**src/rtl/gpio_ctrl.sv**
```systemverilog
// rtl/gpio_ctrl.sv - memory-mapped GPIO peripheral with input sync, change flags and irq
module gpio_ctrl #(
    parameter int                 WIDTH       = 32,
    parameter int                 SYNC_STAGES = 2,
    parameter logic [WIDTH-1:0]   GPO1_RST    = '0,
    parameter logic [WIDTH-1:0]   GPO2_RST    = '0
) (
    input  logic             clk,
    input  logic             rst,
    input  logic [2:0]       addr,
    input  logic             we,
    input  logic [WIDTH-1:0] wd,
    input  logic             re,
    output logic [WIDTH-1:0] rd,
    output logic             rd_valid,
    input  logic [WIDTH-1:0] gpi1,
    input  logic [WIDTH-1:0] gpi2,
    output logic [WIDTH-1:0] gpo1,
    output logic [WIDTH-1:0] gpo2,
    output logic             irq
);

    localparam logic [2:0] ARM_LAST = 3'(SYNC_STAGES + 1);

    logic [SYNC_STAGES-1:0][WIDTH-1:0] r_sync1;
    logic [SYNC_STAGES-1:0][WIDTH-1:0] r_sync2;
    logic [WIDTH-1:0]                  r_prev1;
    logic [WIDTH-1:0]                  r_prev2;
    logic [2:0]                        r_arm_cnt;
    logic [1:0]                        r_chg;
    logic [1:0]                        r_ien;
    logic [WIDTH-1:0]                  r_gpo1;
    logic [WIDTH-1:0]                  r_gpo2;
    logic [WIDTH-1:0]                  r_rd;
    logic                              r_rd_valid;
    logic                              r_irq;

    logic [WIDTH-1:0] w_s1;
    logic [WIDTH-1:0] w_s2;
    logic             w_armed;
    logic [1:0]       w_set;
    logic [1:0]       w_clr;
    logic [1:0]       w_chg_nxt;
    logic [1:0]       w_ien_nxt;
    logic [WIDTH-1:0] w_rd_mux;

    assign w_s1    = r_sync1[SYNC_STAGES-1];
    assign w_s2    = r_sync2[SYNC_STAGES-1];
    assign w_armed = (r_arm_cnt == ARM_LAST);

    // Set beats clear when both hit the same flag in one cycle.
    always_comb begin
        w_set     = '0;
        w_clr     = '0;
        w_ien_nxt = r_ien;
        if (w_armed) begin
            w_set[0] = (w_s1 != r_prev1);
            w_set[1] = (w_s2 != r_prev2);
        end
        if (we && addr == 3'd4) w_clr = wd[1:0];
        if (we && addr == 3'd5) w_ien_nxt = wd[1:0];
        w_chg_nxt = (r_chg & ~w_clr) | w_set;
    end

    always_comb begin
        w_rd_mux = '0;
        case (addr)
            3'd0:    w_rd_mux = w_s1;
            3'd1:    w_rd_mux = w_s2;
            3'd2:    w_rd_mux = r_gpo1;
            3'd3:    w_rd_mux = r_gpo2;
            3'd4:    w_rd_mux = {{(WIDTH-2){1'b0}}, r_chg};
            3'd5:    w_rd_mux = {{(WIDTH-2){1'b0}}, r_ien};
            default: w_rd_mux = '0;
        endcase
    end

    always_ff @(posedge clk or negedge rst) begin
        if (!rst) begin
            r_sync1    <= '0;
            r_sync2    <= '0;
            r_prev1    <= '0;
            r_prev2    <= '0;
            r_arm_cnt  <= '0;
            r_chg      <= '0;
            r_ien      <= '0;
            r_gpo1     <= GPO1_RST;
            r_gpo2     <= GPO2_RST;
            r_rd       <= '0;
            r_rd_valid <= 1'b0;
            r_irq      <= 1'b0;
        end else begin
            r_sync1 <= {r_sync1[SYNC_STAGES-2:0], gpi1};
            r_sync2 <= {r_sync2[SYNC_STAGES-2:0], gpi2};
            r_prev1 <= w_s1;
            r_prev2 <= w_s2;
            if (!w_armed) r_arm_cnt <= r_arm_cnt + 3'd1;
            r_chg <= w_chg_nxt;
            r_ien <= w_ien_nxt;
            if (we && addr == 3'd2) r_gpo1 <= wd;
            if (we && addr == 3'd3) r_gpo2 <= wd;
            r_rd_valid <= re;
            if (re) r_rd <= w_rd_mux;
            r_irq <= |(w_chg_nxt & w_ien_nxt);
        end
    end

    assign rd       = r_rd;
    assign rd_valid = r_rd_valid;
    assign gpo1     = r_gpo1;
    assign gpo2     = r_gpo2;
    assign irq      = r_irq;

endmodule

```
**config.mk**
```make
export PLATFORM = sky130hd
export DESIGN_NAME = gpio_ctrl
export DESIGN_NICKNAME = d
export VERILOG_FILES = /design/src/rtl/gpio_ctrl.sv
export SDC_FILE = /design/constraint.sdc
export NUM_CORES = 1
export LEC_CHECK = 0
export BUFFER_PORTS_ARGS = -buffer_cell sky130_fd_sc_hd__buf_2
export CORE_MARGIN = 1.5
export CORE_UTILIZATION = 40
export CTS_CLUSTER_SIZE = 24
export DETAILED_ROUTE_END_ITERATION = 10
export SKIP_CTS_REPAIR_TIMING = 1
export SLEW_MARGIN = 0
export SYNTH_ARGS = -nofsm -noshare
export SYNTH_HDL_FRONTEND = slang
export SYNTH_SLANG_ARGS = --single-unit
export TNS_END_PERCENT = 1
```
**constraint.sdc**
```tcl
create_clock -name clk -period 2 [get_ports clk]
set_input_delay 0.1 -clock clk [delete_from_list [all_inputs] [get_ports clk]]
set_output_delay 0.1 -clock clk [all_outputs]
set_load 0.02 [all_outputs]
```
==> results by stage, run 1 <==
Timing:
- Of the available clock period, the critical path in the final layout requires 94.8%.
- The worst path needs 1900 ps of the cycle, external delays included.
- The slew at the pin closest to its max-slew limit is 544 ps.
- Setup repair after global routing left no endpoint under its margin.
- The highest clock rate is 528 MHz.
- Headroom to the max-slew limit came out at 63.7%.
- The maximum clock skew at final layout is 29.8 ps.
- The count of final hold-check violations was 0.
- The number of slew-limit violations in the final report came to 0.
- The aggregate negative setup slack is 0 ps.
- The total setup violations reported at the end of the flow is 0.

Setup path:
- The worst-path maximum fanout is 3.
- In this run the register-to-register setup slack is 100 ps.
- The element type at the critical path end is a flip-flop.
- Counting both buffers and inverters, the worst setup path holds a total of 0.
- Data on the critical path arrives at its endpoint at 2320 ps.
- The kind of start point of the critical path is a flip-flop.
- The data required time of the worst path is 2420 ps.
- On the critical path, the stage with the largest delay is an instance of dfrtp_1.
- In this design, the stage delay of the slowest critical-path cell is 430 ps.
- Among cell families on the critical path, the largest total delay comes from simple AND/OR/NAND/NOR gates.
- The most used cell along the critical path is a22o_1.
- Walking the worst path, the cells encountered are xnor2_1 -> nand4_1 -> nor4_2 -> nand2_1 -> a22o_1 -> a22o_1.
- The critical path in this run is classified as reg2reg.

Clock network:
- The clock tree from TritonCTS is done.
- The longest clock path from root to sink contains 3 buffers.
- The clock net sink count is 297.
- Clock-pin slew was measured on the worst setup and hold paths at 60 ps.
- The number of H-tree levels is 1.
- The CTS buffer count is 31.
- The clock latency at the later pin of the worst-skew pair is 560 ps.
- In this run the clock root is driven by a clkbuf_16.

Synth:
- Counting flops with an async set or reset pin after synthesis yields a share of 100%.
- Averaged over all synthesized cells, the footprint is 16.2 um^2.
- The synthesized design contains 297 register bits.
- The summed instance area of the synthesized netlist is 10,300 um^2.
- Yosys printed 0 warnings.
- The distinct cell type count after synthesis is 27.
- The most used flip-flop cell after synthesis is dfrtp_1.
- The number of enable flip-flop cells after synthesis is 0.
- The cell count after synthesis came out at 640.
- Counting every net in the synthesized netlist gives 745.
- The sequential fraction of the synthesis area is 71.9%.

Floorplanning:
- The chip width is 164 um.
- The floorplan step defined a die boundary enclosing 26,800 um^2.
- The vertical die dimension is 164 um.
- The placement row count is 58.
- For this design the top-level I/O count stands at 201.
- The initial core utilization is 40.9%.
- In this run the standard cell core region covers 25,300 um^2.

Route:
- The number of DRC markers after the initial detailed-route iteration is 276.
- Summed over all layers, the routed wires come to 25.8 mm.
- Dividing the detail-routed wire length by the instance count gives 19.6 um.
- The count of nets left with antenna violations once routing finished came out at 0.
- The first TritonRoute pass finished after 4 iterations.
- The routed layout has 6,299 vias.
- After detailed routing, the number of remaining DRC violations is 0.
- In the routed layout, each cell is associated on average with a via count of 4.78.

Placed design:
- After detailed placement, the total cell area comes to 11,900 um^2.
- During placement, the flow inserted port buffers numbering 200.
- The global placement routability congestion is 0.781.
- Once detailed placement completed, the half-perimeter wirelength came to 17.1 mm.

Power:
- In this run the static leakage power is 6.27 nW.
- The cell area power density is 1060 nW/um^2.
- VDD sags by at most 0.000834 V.

Final layout:
- The area growth from synthesis to layout is 34.1%.
- After routing the design area is 13,900 um^2.
- In the final layout, the share of cells above drive strength 1 is 32.4%.
- The number of inserted diodes is 0.
- The number of nets in the layout is 1,070.

Status:
- The run finished with clean final reports.

Global routing:
- The overflow left after global routing is 0.
- Global routing used 19.3% of the available tracks.
- The first global-routing pass estimated 38.5 mm of wire.
- The largest net degree at the start of global routing is 73.
- The via count of the first global-routing pass came to 6,451.
- The number of antenna violations at the first check in global routing was 1.

Min path:
- The type of the worst min-delay path is in2reg.

Job:
- The number of maximum-capacitance violations is 0.
[cell type report]
class / count / area, um^2
clock inverters: 13 / 105
inverters: 33 / 124
well taps: 330 / 413
fillers: 2061 / 11400
clock buffers: 44 / 895
repair buffers: 322 / 2270
multi-input cells: 280 / 2620
flip-flops and latches: 297 / 7430
[power by group]
| group | switching (mW) | leakage (nW) | internal, mW |
|---|---|---|---|
| clock network | 2.32 | 0.496 | 3.24 |
| logic | 1.15 | 2.25 | 0.882 |
| registers | 0.462 | 3.53 | 6.58 |
| total | 3.93 | 6.27 | 10.7 |
[flip-flops by register name, summed over array words and instances (netlist names)]
register / cells
r_sync2: 32
r_sync1: 32
rd: 32
gpo1: 32
w_s2: 32
r_prev2: 32
w_s1: 32
r_chg: 2
gpo2: 32
r_arm_cnt: 3
r_ien: 2
irq: 1
r_prev1: 32
rd_valid: 1
[layout by cell type, fill, tap and decap left out, types with 2 or more instances in the layout]
master         synthesis  final
dfrtp_1              297    297
buf_2                 11    199
dlygate4sd3_1          0     97
xnor2_1               65     65
mux2_1                60     60
inv_1                 33     33
a22o_1                33     33
clkbuf_16              0     31
a221oi_2              30     30
o22ai_1               30     30
buf_4                  8     17
nand4_1               16     16
nand2_1               11     11
clkinv_2               0      8
buf_12                 0      8
mux2_2                 7      7
clkbuf_8               0      7
clkbuf_1               8      6
mux2i_1                5      5
o21ai_0                4      4
o211ai_1               4      4
nor4_1                 4      3
ha_1                   2      2
clkinvlp_4             0      2
[worst reg2reg max path: stages (launching register included)]
cell     delay, ps
dfrtp_1        430
xnor2_1        300
nand4_1        150
nor4_2         320
nand2_1         90
a22o_1         250
a22o_1         210
[through the flow]
| stage | hold WS (ps) | cells | util [%] | power, mW | setup slack, ps |
|---|---|---|---|---|---|
| global placement | 43.6 | 1165 | 47.1 | 9.03 | 90.9 |
| finish | 0.790 | 1319 | 54.9 | 14.6 | 105 |
| global route | 20.1 | 1319 | 54.9 | 15.3 | 12.3 |
| floorplan | -196 | 640 | - | 8.08 | 491 |
| detailed placement | 45.7 | 1165 | 47.1 | 9.05 | 72.9 |
| CTS | -548 | 1222 | 51.0 | 14.7 | 47.2 |
[layer usage]
layer / GRT usage, % / vias to the layer above / wire length, um
li1: - / 2916 / -
met1: 27.5 / 3194 / 11800
met4: 4.01 / 0 / 342
met3: 3.71 / 27 / 1380
met2: 30.7 / 162 / 12300
met5: 0 / - / 0
[cells in the mapped netlist, drive strengths merged, types with 5 or more instances]
cell type  count  share of area [%]
dfrtp        297                 72
a221oi        30                4.4
buf           22                1.4
nand2         12               0.46
clkbuf         8               0.29
a22o          33                2.8
o22ai         30                1.8
inv           33                1.2
mux2i          5               0.48
xnor2         65                5.5
nand4         16               0.97
mux2          67                7.3
[kinds of logic after synthesis]
family,count (synthesis),synth area share (%)
xor+xnor,65,5.51
fa+ha+maj,2,0.242
buf+inv,63,2.93
mux,72,7.78
compound gates,101,9.45
flops,297,71.9
simple gates,40,2.20
[worst paths after layout]
| path | cells after the start | to | from |
|---|---|---|---|
| setup / recovery | 6 | irq$_DFF_PN0_ | w_s1[20]$_DFF_PN0_ |
| hold / removal | 3 | rd[1]$_DFFE_PN0P_ | addr[0] |
| setup reg to reg | 6 | irq$_DFF_PN0_ | w_s1[20]$_DFF_PN0_ |
| hold reg to reg | 0 | w_s2[0]$_DFF_PN0_ | r_sync2[0]$_DFF_PN0_ |
| max in group asynchronous | 3 | rd[16]$_DFFE_PN0P_ | rst |
| min in group asynchronous | 2 | r_sync1[6]$_DFF_PN0_ | rst |
(Power assumes the default switching activity.)
==> run 2, diff against run 1 <==
--- a/config.mk
+++ b/config.mk
@@ -7,10 +7,9 @@
 export LEC_CHECK = 0
 export BUFFER_PORTS_ARGS = -buffer_cell sky130_fd_sc_hd__buf_2
 export CORE_MARGIN = 1.5
-export CORE_UTILIZATION = 40
+export CORE_UTILIZATION = 38
 export CTS_CLUSTER_SIZE = 24
 export DETAILED_ROUTE_END_ITERATION = 10
-export SKIP_CTS_REPAIR_TIMING = 1
 export SLEW_MARGIN = 0
 export SYNTH_ARGS = -nofsm -noshare
 export SYNTH_HDL_FRONTEND = slang
==> constraint.sdc (replaced) <==
create_clock -name clk -period 2.5 [get_ports clk]
set_input_delay 0.125 -clock clk [delete_from_list [all_inputs] [get_ports clk]]
set_output_delay 0.125 -clock clk [all_outputs]
set_load 0.02 [all_outputs]
==> results by stage, run 2 (synthesis gave the netlist of run 1 again) <==
Setup path:
- The data arrival time of the critical path came to 2470 ps (was 2320 ps).
- The category of the most critical setup path was in2reg (was reg2reg).
- The element type at the critical path end was a flip-flop (unchanged).
- The depth of the most critical reg-to-reg path was 6 (unchanged).
- The data required time of the worst path is 2960 ps (was 2420 ps).
- The kind of start point of the critical path is a primary input (was flip-flop).
- The worst-path maximum fanout was 22 (was 3).

Global routing:
- The overflow left after global routing is 0 (unchanged).
- The first-pass GRT wire length is 40.2 mm (was 38.5 mm).
- The combined global-route utilization of all metal layers came to 18.8% (was 19.3%).
- The via count of the first global-routing pass is 6,790 (was 6,451).
- The number of antenna violations at the first check in global routing came to 0 (was 1).
- The largest net degree at the start of global routing came to 79 (was 73).

Clock network:
- The post-CTS clock slew at the launch and capture registers of the worst setup and hold paths is 60 ps (about the same).
- The number of setup buffers added after CTS is 0.
- The buffer levels on the longest clock path is 3 (unchanged).
- The clock tree from TritonCTS is done (unchanged).
- The root buffer cell is clkbuf_16 (unchanged).
- The number of H-tree levels came to 1 (unchanged).
- The CTS buffer count is 31 (unchanged).
- The clock net sink count is 297 (unchanged).
- The clock latency at the later pin of the worst-skew pair is 550 ps (was 560 ps).

Final layout:
- The final design instance area without fill is 13,900 um^2 (about the same).
- The most common cell after layout, fill and taps aside is dfrtp_1 (unchanged).
- Most used cells in the layout excluding fill and tap cells: 297 x dfrtp_1, 199 x buf_2, 98 x dlygate4sd3_1, 65 x xnor2_1, 60 x mux2_1 (was 297 x dfrtp_1, 199 x buf_2, 97 x dlygate4sd3_1, 65 x xnor2_1, 60 x mux2_1).
- The number of nets in the layout was 1,063 (was 1,070).
- The multi-input combinational cell area came to 2620 um^2 (about the same).
- The count of fill cells added during filler insertion was 2,189 (was 2,061).
- The area taken by flip-flops and latches is 7430 um^2 (unchanged).
- The number of inserted diodes is 0 (unchanged).
- The share of the core filled with cells in the final layout is 51.9% (was 54.9%).
- The area growth from synthesis to final layout is 34.7% (was 34.1%).
- The fraction of layout instances using a drive strength above 1 is 32.0% (was 32.4%).

Route:
- The number of optimization iterations in the first detailed-route pass was 4 (unchanged).
- The highest signal layer in the routed design is met4 (unchanged).
- The remaining design rule violation count came to 0 (unchanged).
- The detail-routed via count per cell is 4.82 (was 4.78).
- The total number of vias is 6,376 (was 6,299).
- The aggregate routed wire length came to 26.1 mm (was 25.8 mm).
- The mean routed wirelength per cell is 19.7 um (was 19.6 um).
- The wire length on met3 was 1.11 mm (was 1.38 mm).
- The number of DRC markers after the initial detailed-route iteration was 287 (was 276).
- The number of nets with antenna violations after detailed routing is 0 (unchanged).
- The amount of wire on met2 after detailed routing is 12.6 mm (was 12.3 mm).
- The routed metal-1 wirelength came to 11.8 mm (about the same).

Timing:
- The relative slew slack is 40.5% (was 63.7%).
- The slew at the pin closest to its max-slew limit came to 889 ps (was 544 ps).
- The total setup violations reported at the end of the flow came to 0 (unchanged).
- The number of slew-limit violations in the final report came to 0 (unchanged).
- The maximum clock skew at final layout is 20.1 ps (was 29.8 ps).
- For the finished layout, the period the worst path requires is 2010 ps.
- The count of final hold-check violations came to 0 (unchanged).
- Static timing analysis puts the maximum clock frequency at 498 MHz.
- The final clock period utilization by the worst path is 80.3%.
- The aggregate negative setup slack is 0 ps (unchanged).
- Setup repair after global routing missed its margin: no (unchanged).

Power:
- The share of total power in the clock network came to 41.0% (was 38.0%).
- The reported leakage power is 6.29 nW (was 6.27 nW).
- The worst-case vdd ir drop is 0.000638 V (was 0.000834 V).
- The switching share of power is 25.9% (was 26.8%).
- The internal power is 9.10 mW (was 10.7 mW).
- The combinational share of power came to 13.0% (was 13.9%).
- The total power after layout is 12.3 mW (was 14.6 mW).
- The cell area power density was 882 nW/um^2 (was 1060 nW/um^2).
- The switching power is 3.18 mW (was 3.93 mW).
- The portion of total power attributed to sequential cells came to 46.0% (was 48.1%).

Job:
- The number of maximum-capacitance violations is 0 (unchanged).

Floorplanning:
- The vertical die dimension is 168 um (was 164 um).
- The placement row count was 60 (was 58).
- The total die area is 28,200 um^2 (was 26,800 um^2).
- The chip width came to 168 um (was 164 um).
- The I/O pin count is 201 (unchanged).
- The standard cell core area came to 26,800 um^2 (was 25,300 um^2).
- The initial core utilization came to 38.6% (was 40.9%).

Placed design:
- The total half-perimeter wirelength after legalization and detailed placement was 17.3 mm (was 17.1 mm).
- The number of input and output port buffers inserted is 200 (unchanged).
- The total placed instance area is 11,800 um^2 (was 11,900 um^2).
- The global placement routability congestion is 0.793 (was 0.781).

Min path:
- The type of the worst min-delay path is in2reg (unchanged).
- The cell depth of the worst hold path is 4 (was 3).

Status:
- Status: complete, no violations (unchanged).
==> run 2: final timing paths <==
kind / slack (ps) / from / to
max: 490 / addr[0] / rd[24]$_DFFE_PN0P_
min: 90 / addr[1] / rd[1]$_DFFE_PN0P_
max reg2reg: 530 / w_s1[0]$_DFF_PN0_ / irq$_DFF_PN0_
min reg2reg: 340 / r_sync1[30]$_DFF_PN0_ / w_s1[30]$_DFF_PN0_
max in group asynchronous: 1490 / rst / w_s2[30]$_DFF_PN0_
min in group asynchronous: 140 / rst / r_sync2[8]$_DFF_PN0_
==> run 2: layout make-up <==
| class | instances | area share, % |
|---|---|---|
| Clock buffer | 39 | 6.15 |
| Clock inverter | 19 | 2.04 |
| Inverter | 33 | 0.890 |
| Tap cell | 341 | 3.06 |
| Multi-Input combinational cell | 280 | 18.8 |
| Timing Repair Buffer | 315 | 15.7 |
| Sequential cell | 297 | 53.4 |
==> run 2: timing repair <==
| item | in CTS | in global routing |
|---|---|---|
| resized for setup | 0 | 0 |
| hold endpoints to repair | 204 | 0 |
| hold buffers | 98 | 0 |
==> run 2: worst max-delay path, stage by stage <==
cell           delay, ps
dlygate4sd3_1        540
buf_2                180
nor3_2               730
buf_4                510
a22o_1               210
a221oi_2              40
o22ai_1              120
==> run 2: power by group through the flow <==
stage          clock network (mW)  logic, mW  registers (mW)
2_1_floorplan                   0      0.490            5.98
3_3_place_gp                    0       1.47            5.73
3_5_place_dp                    0       1.49            5.74
4_1_cts                      5.14       1.61            5.65
5_1_grt                      5.37       1.72            5.70
6_report                     5.04       1.59            5.65
==> run 2: metrics by stage <==
step                setup WS (ps)  hold slack (ps)  std cells
finish                        494             89.7       1324
floorplan                     991             -171        640
CTS                           430             66.0       1324
global placement              442              165       1168
global route                  356             97.3       1324
detailed placement            450              163       1168
==> run 2: routing by layer <==
layer  global-route usage [%]  vias to the layer above
li1                         -                     2911
met1                     26.1                     3240
met2                     30.8                      188
met3                     2.96                       37
met4                     5.48                        0
met5                        0                        -
==> run 3, diff against run 2 <==
--- a/config.mk
+++ b/config.mk
@@ -5,6 +5,7 @@
 export SDC_FILE = /design/constraint.sdc
 export NUM_CORES = 1
 export LEC_CHECK = 0
+export ABC_AREA = 1
 export BUFFER_PORTS_ARGS = -buffer_cell sky130_fd_sc_hd__buf_2
 export CORE_MARGIN = 1.5
 export CORE_UTILIZATION = 38
==> constraint.sdc (replaced) <==
create_clock -name clk -period 1.71 [get_ports clk]
set_input_delay 0.0855 -clock clk [delete_from_list [all_inputs] [get_ports clk]]
set_output_delay 0.0855 -clock clk [all_outputs]
set_load 0.02 [all_outputs]
==> results by stage, run 3 <==
Final layout:
- Most used cells in the layout excluding fill and tap cells: 306 x nand2_1, 297 x dfrtp_1, 199 x buf_2, 102 x dlygate4sd3_1, 63 x inv_1 (was 297 x dfrtp_1, 199 x buf_2, 98 x dlygate4sd3_1, 65 x xnor2_1, 60 x mux2_1).
- The final design instance area without fill came to 14,000 um^2 (was 13,900 um^2).
- The most common cell after layout, fill and taps aside is nand2_1 (was dfrtp_1).
- The fraction of layout instances using a drive strength above 1 came to 22.7% (was 32.0%).
- The area growth from synthesis to final layout was 34.7% (about the same).
- The count of non-filler cells in the finished layout was 1,619 (was 1,324).
- The number of inserted diodes is 0 (unchanged).
- The number of nets in the layout was 1,358 (was 1,063).

Global routing:
- The number of antenna violations at the first check in global routing is 0 (unchanged).
- The largest net degree at the start of global routing was 63 (was 79).
- The overflow left after global routing came to 0 (unchanged).
- The combined global-route utilization of all metal layers was 18.6% (was 18.8%).
- The first-pass GRT wire length is 41.0 mm (was 40.2 mm).
- The via count of the first global-routing pass came to 7,553 (was 6,790).

Route:
- The detail-routed via count per cell was 4.59 (was 4.82).
- The number of DRC markers after the initial detailed-route iteration is 409 (was 287).
- The mean routed wirelength per cell was 16.1 um (was 19.7 um).
- The highest signal layer in the routed design is met4 (unchanged).
- The number of optimization iterations in the first detailed-route pass was 4 (unchanged).
- The aggregate routed wire length was 26.0 mm (was 26.1 mm).
- The wire length on met3 is 1.10 mm (was 1.11 mm).
- The remaining design rule violation count is 0 (unchanged).
- The number of nets with antenna violations after detailed routing is 0 (unchanged).
- The total number of vias is 7,433 (was 6,376).
- The routed metal-1 wirelength was 11.7 mm (was 11.8 mm).
- The amount of wire on met2 after detailed routing is 12.6 mm (about the same).

Synth:
- The number of instances in the synthesized netlist is 922 (was 640).
- The dominant cell by count in the synthesized netlist is nand2_1 (was dfrtp_1).
- The summed instance area of the synthesized netlist is 10,400 um^2 (was 10,300 um^2).
- The synthesized net count is 1,027 (was 745).
- The proportion of netlist area held by the largest area contributor was 71.3% (was 71.9%).
- Top area cells in the synthesized netlist: dfrtp_1 71%, nand2_1 11%, xnor2_1 4.4%, inv_1 2.3%, o21ai_0 2.0% (was dfrtp_1 72%, mux2_1 6.5%, xnor2_1 5.5%, a221oi_2 4.4%, a22o_1 2.8%).
- The distinct cell type count after synthesis is 28 (was 27).
- The count of synthesis-stage warnings from yosys is 0 (unchanged).
- The largest area contributor in the synthesized netlist is dfrtp_1 (unchanged).
- The most used flip-flop cell after synthesis is dfrtp_1 (unchanged).
- Post-synth top cells: 306 x nand2_1, 297 x dfrtp_1, 64 x inv_1 (was 297 x dfrtp_1, 65 x xnor2_1, 60 x mux2_1).
- The fraction of registers with async set/reset is 100% (unchanged).
- The number of enable flip-flop cells after synthesis is 0 (unchanged).
- The sequential fraction of the synthesis area is 71.3% (was 71.9%).
- The mean post-synth cell area is 11.3 um^2 (was 16.2 um^2).
- The synthesis-stage register bit count is 297 (unchanged).

Floorplanning:
- The standard cell core area is 27,000 um^2 (was 26,800 um^2).
- The total die area came to 28,400 um^2 (was 28,200 um^2).
- The I/O pin count was 201 (unchanged).
- The initial core utilization is 38.7% (was 38.6%).
- The chip width came to 169 um (was 168 um).
- The vertical die dimension is 169 um (was 168 um).
- The placement row count is 60 (unchanged).

Setup path:
- The data required time of the worst path was 2150 ps (was 2960 ps).
- The category of the most critical setup path is reg2reg (was in2reg).
- The critical path's largest stage delay came to 410 ps (was 730 ps).
- The kind of start point of the critical path is a flip-flop (was primary input).
- Ordered list of cells on the worst path: xnor2_1 -> nand2_1 -> nor2_1 -> nand2_1 -> nor2_1 -> nand2_1 -> nand2_1 -> nand2_1 -> nand2_1 -> nand2_1 (was dlygate4sd3_1 -> buf_2 -> nor3_2 -> buf_4 -> a22o_1 -> a221oi_2 -> o22ai_1).
- The element type at the critical path end is a flip-flop (unchanged).
- Among the stages of the critical path, the cell type that occurs most often is nand2_1.
- The worst-path maximum fanout is 3 (was 22).
- The data arrival time of the critical path was 1950 ps (was 2470 ps).
- The cell at the slowest stage of the critical path is dfrtp_1 (was nor3_2).

Timing:
- The count of final hold-check violations came to 0 (unchanged).
- The maximum clock skew at final layout is 7.85 ps (was 20.1 ps).
- The final clock period utilization by the worst path is 88.2%.
- The number of slew-limit violations in the final report is 0 (unchanged).
- For this run, the top clock speed supported by timing is 663 MHz.
- The slew at the pin closest to its max-slew limit is 550 ps (was 889 ps).
- The worst hold slack came to 69.5 ps (was 89.7 ps).
- The total setup violations reported at the end of the flow came to 0 (unchanged).
- Setup repair after global routing missed its margin: no (unchanged).
- The aggregate negative setup slack is 0 ps (unchanged).
- The routed design could run at a clock period as short as 1510 ps.
- The relative slew slack was 63.3% (was 40.5%).

Clock network:
- The clock tree from TritonCTS is done (unchanged).
- The clock net sink count is 297 (unchanged).
- The root buffer cell is clkbuf_16 (unchanged).
- The CTS buffer count is 31 (unchanged).
- The buffer levels on the longest clock path is 3 (unchanged).
- The clock latency at the later pin of the worst-skew pair came to 560 ps (was 550 ps).
- The post-CTS clock slew at the launch and capture registers of the worst setup and hold paths is 60 ps (about the same).
- The number of H-tree levels is 1 (unchanged).

Status:
- Status: complete, no violations (unchanged).

Placed design:
- The total placed instance area is 12,000 um^2 (was 11,800 um^2).
- The total half-perimeter wirelength after legalization and detailed placement is 17.2 mm (was 17.3 mm).
- The number of input and output port buffers inserted is 200 (unchanged).
- The instance count after placement with tap cells included is 1,459 (was 1,168).
- The global placement routability congestion is 0.772 (was 0.793).

Power:
- The reported leakage power is 6.97 nW (was 6.29 nW).
- The cell area power density is 1210 nW/um^2 (was 882 nW/um^2).
- The worst-case vdd ir drop is 0.000866 V (was 0.000638 V).

Min path:
- The type of the worst min-delay path is in2async (was in2reg).

Job:
- The number of maximum-capacitance violations is 0 (unchanged).
==> run 3: cell type report <==
class | count | area [um^2]
timing repair buffer | 329 | 2320
clock buffer | 44 | 895
sequential | 297 | 7430
inverter | 68 | 255
clock inverter | 14 | 131
multi-input combinational | 526 | 2570
fill | 2314 | 12900
tap | 341 | 427
==> run 3: path summary, 6_finish.rpt <==
path | start | to | slack [ps] | cells past startpoint
setup / recovery | w_s2[25]$_DFF_PN0_ | irq$_DFF_PN0_ | 200 | 10
hold / removal | rst | r_sync1[29]$_DFF_PN0_ | 70 | 2
setup reg to reg | w_s2[25]$_DFF_PN0_ | irq$_DFF_PN0_ | 200 | 10
hold reg to reg | r_sync2[15]$_DFF_PN0_ | w_s2[15]$_DFF_PN0_ | 340 | 0
max in group asynchronous | rst | rd[11]$_DFFE_PN0P_ | 940 | 3
min in group clk | gpi2[13] | r_sync2[13]$_DFF_PN0_ | 170 | 2
==> run 3: power breakdown <==
group | internal (mW) | switching (mW)
logic | 0.876 | 1.32
registers | 7.65 | 0.453
clock network | 3.93 | 2.73
total | 12.5 | 4.50
==> run 3: cell families after synthesis <==
logic type	after synthesis	synth area share (%)
buffers and inverters	99	4.01
adders and majority gates	2	0.240
and+or+nand+nor	356	13.5
muxes	1	0.108
DFF	297	71.3
AOI/OAI and AO/OA	115	6.40
xor gates and xnor gates	52	4.37
==> run 3: per-layer routing <==
metal / GRT usage (%) / vias to the layer above
met3: 2.90 / 42
li1: - / 3593
met1: 25.3 / 3606
met5: 0 / -
met4: 5.63 / 0
met2: 31.1 / 192
==> run 3: timing repair <==
| action | 4_1_cts | 5_1_grt |
|---|---|---|
| endpoints found under the setup margin | 0 | 1 |
| hold buffers | 102 | 0 |
| gates resized for setup | 0 | 1 |
| endpoints found under the hold margin | 439 | 0 |
| setup buffers | 0 | 0 |
==> run 3: stage by stage <==
| step | total power [mW] | setup WS (ps) | util, % |
|---|---|---|---|
| after floorplan | 9.22 | 515 | - |
| after global placement | 10.2 | 173 | 44.5 |
| after detailed placement | 10.3 | 177 | 44.5 |
| after CTS | 17.2 | 159 | 52.1 |
| after global routing | 17.7 | 12.1 | 52.1 |
| final | 17.0 | 201 | 52.1 |
==> run 3: worst max-delay path: cells and delay by family, from the launching register on <==
family,cells,cell delay (ps)
xor gates and xnor gates,1,190
DFF,1,410
and+or+nand+nor,9,790
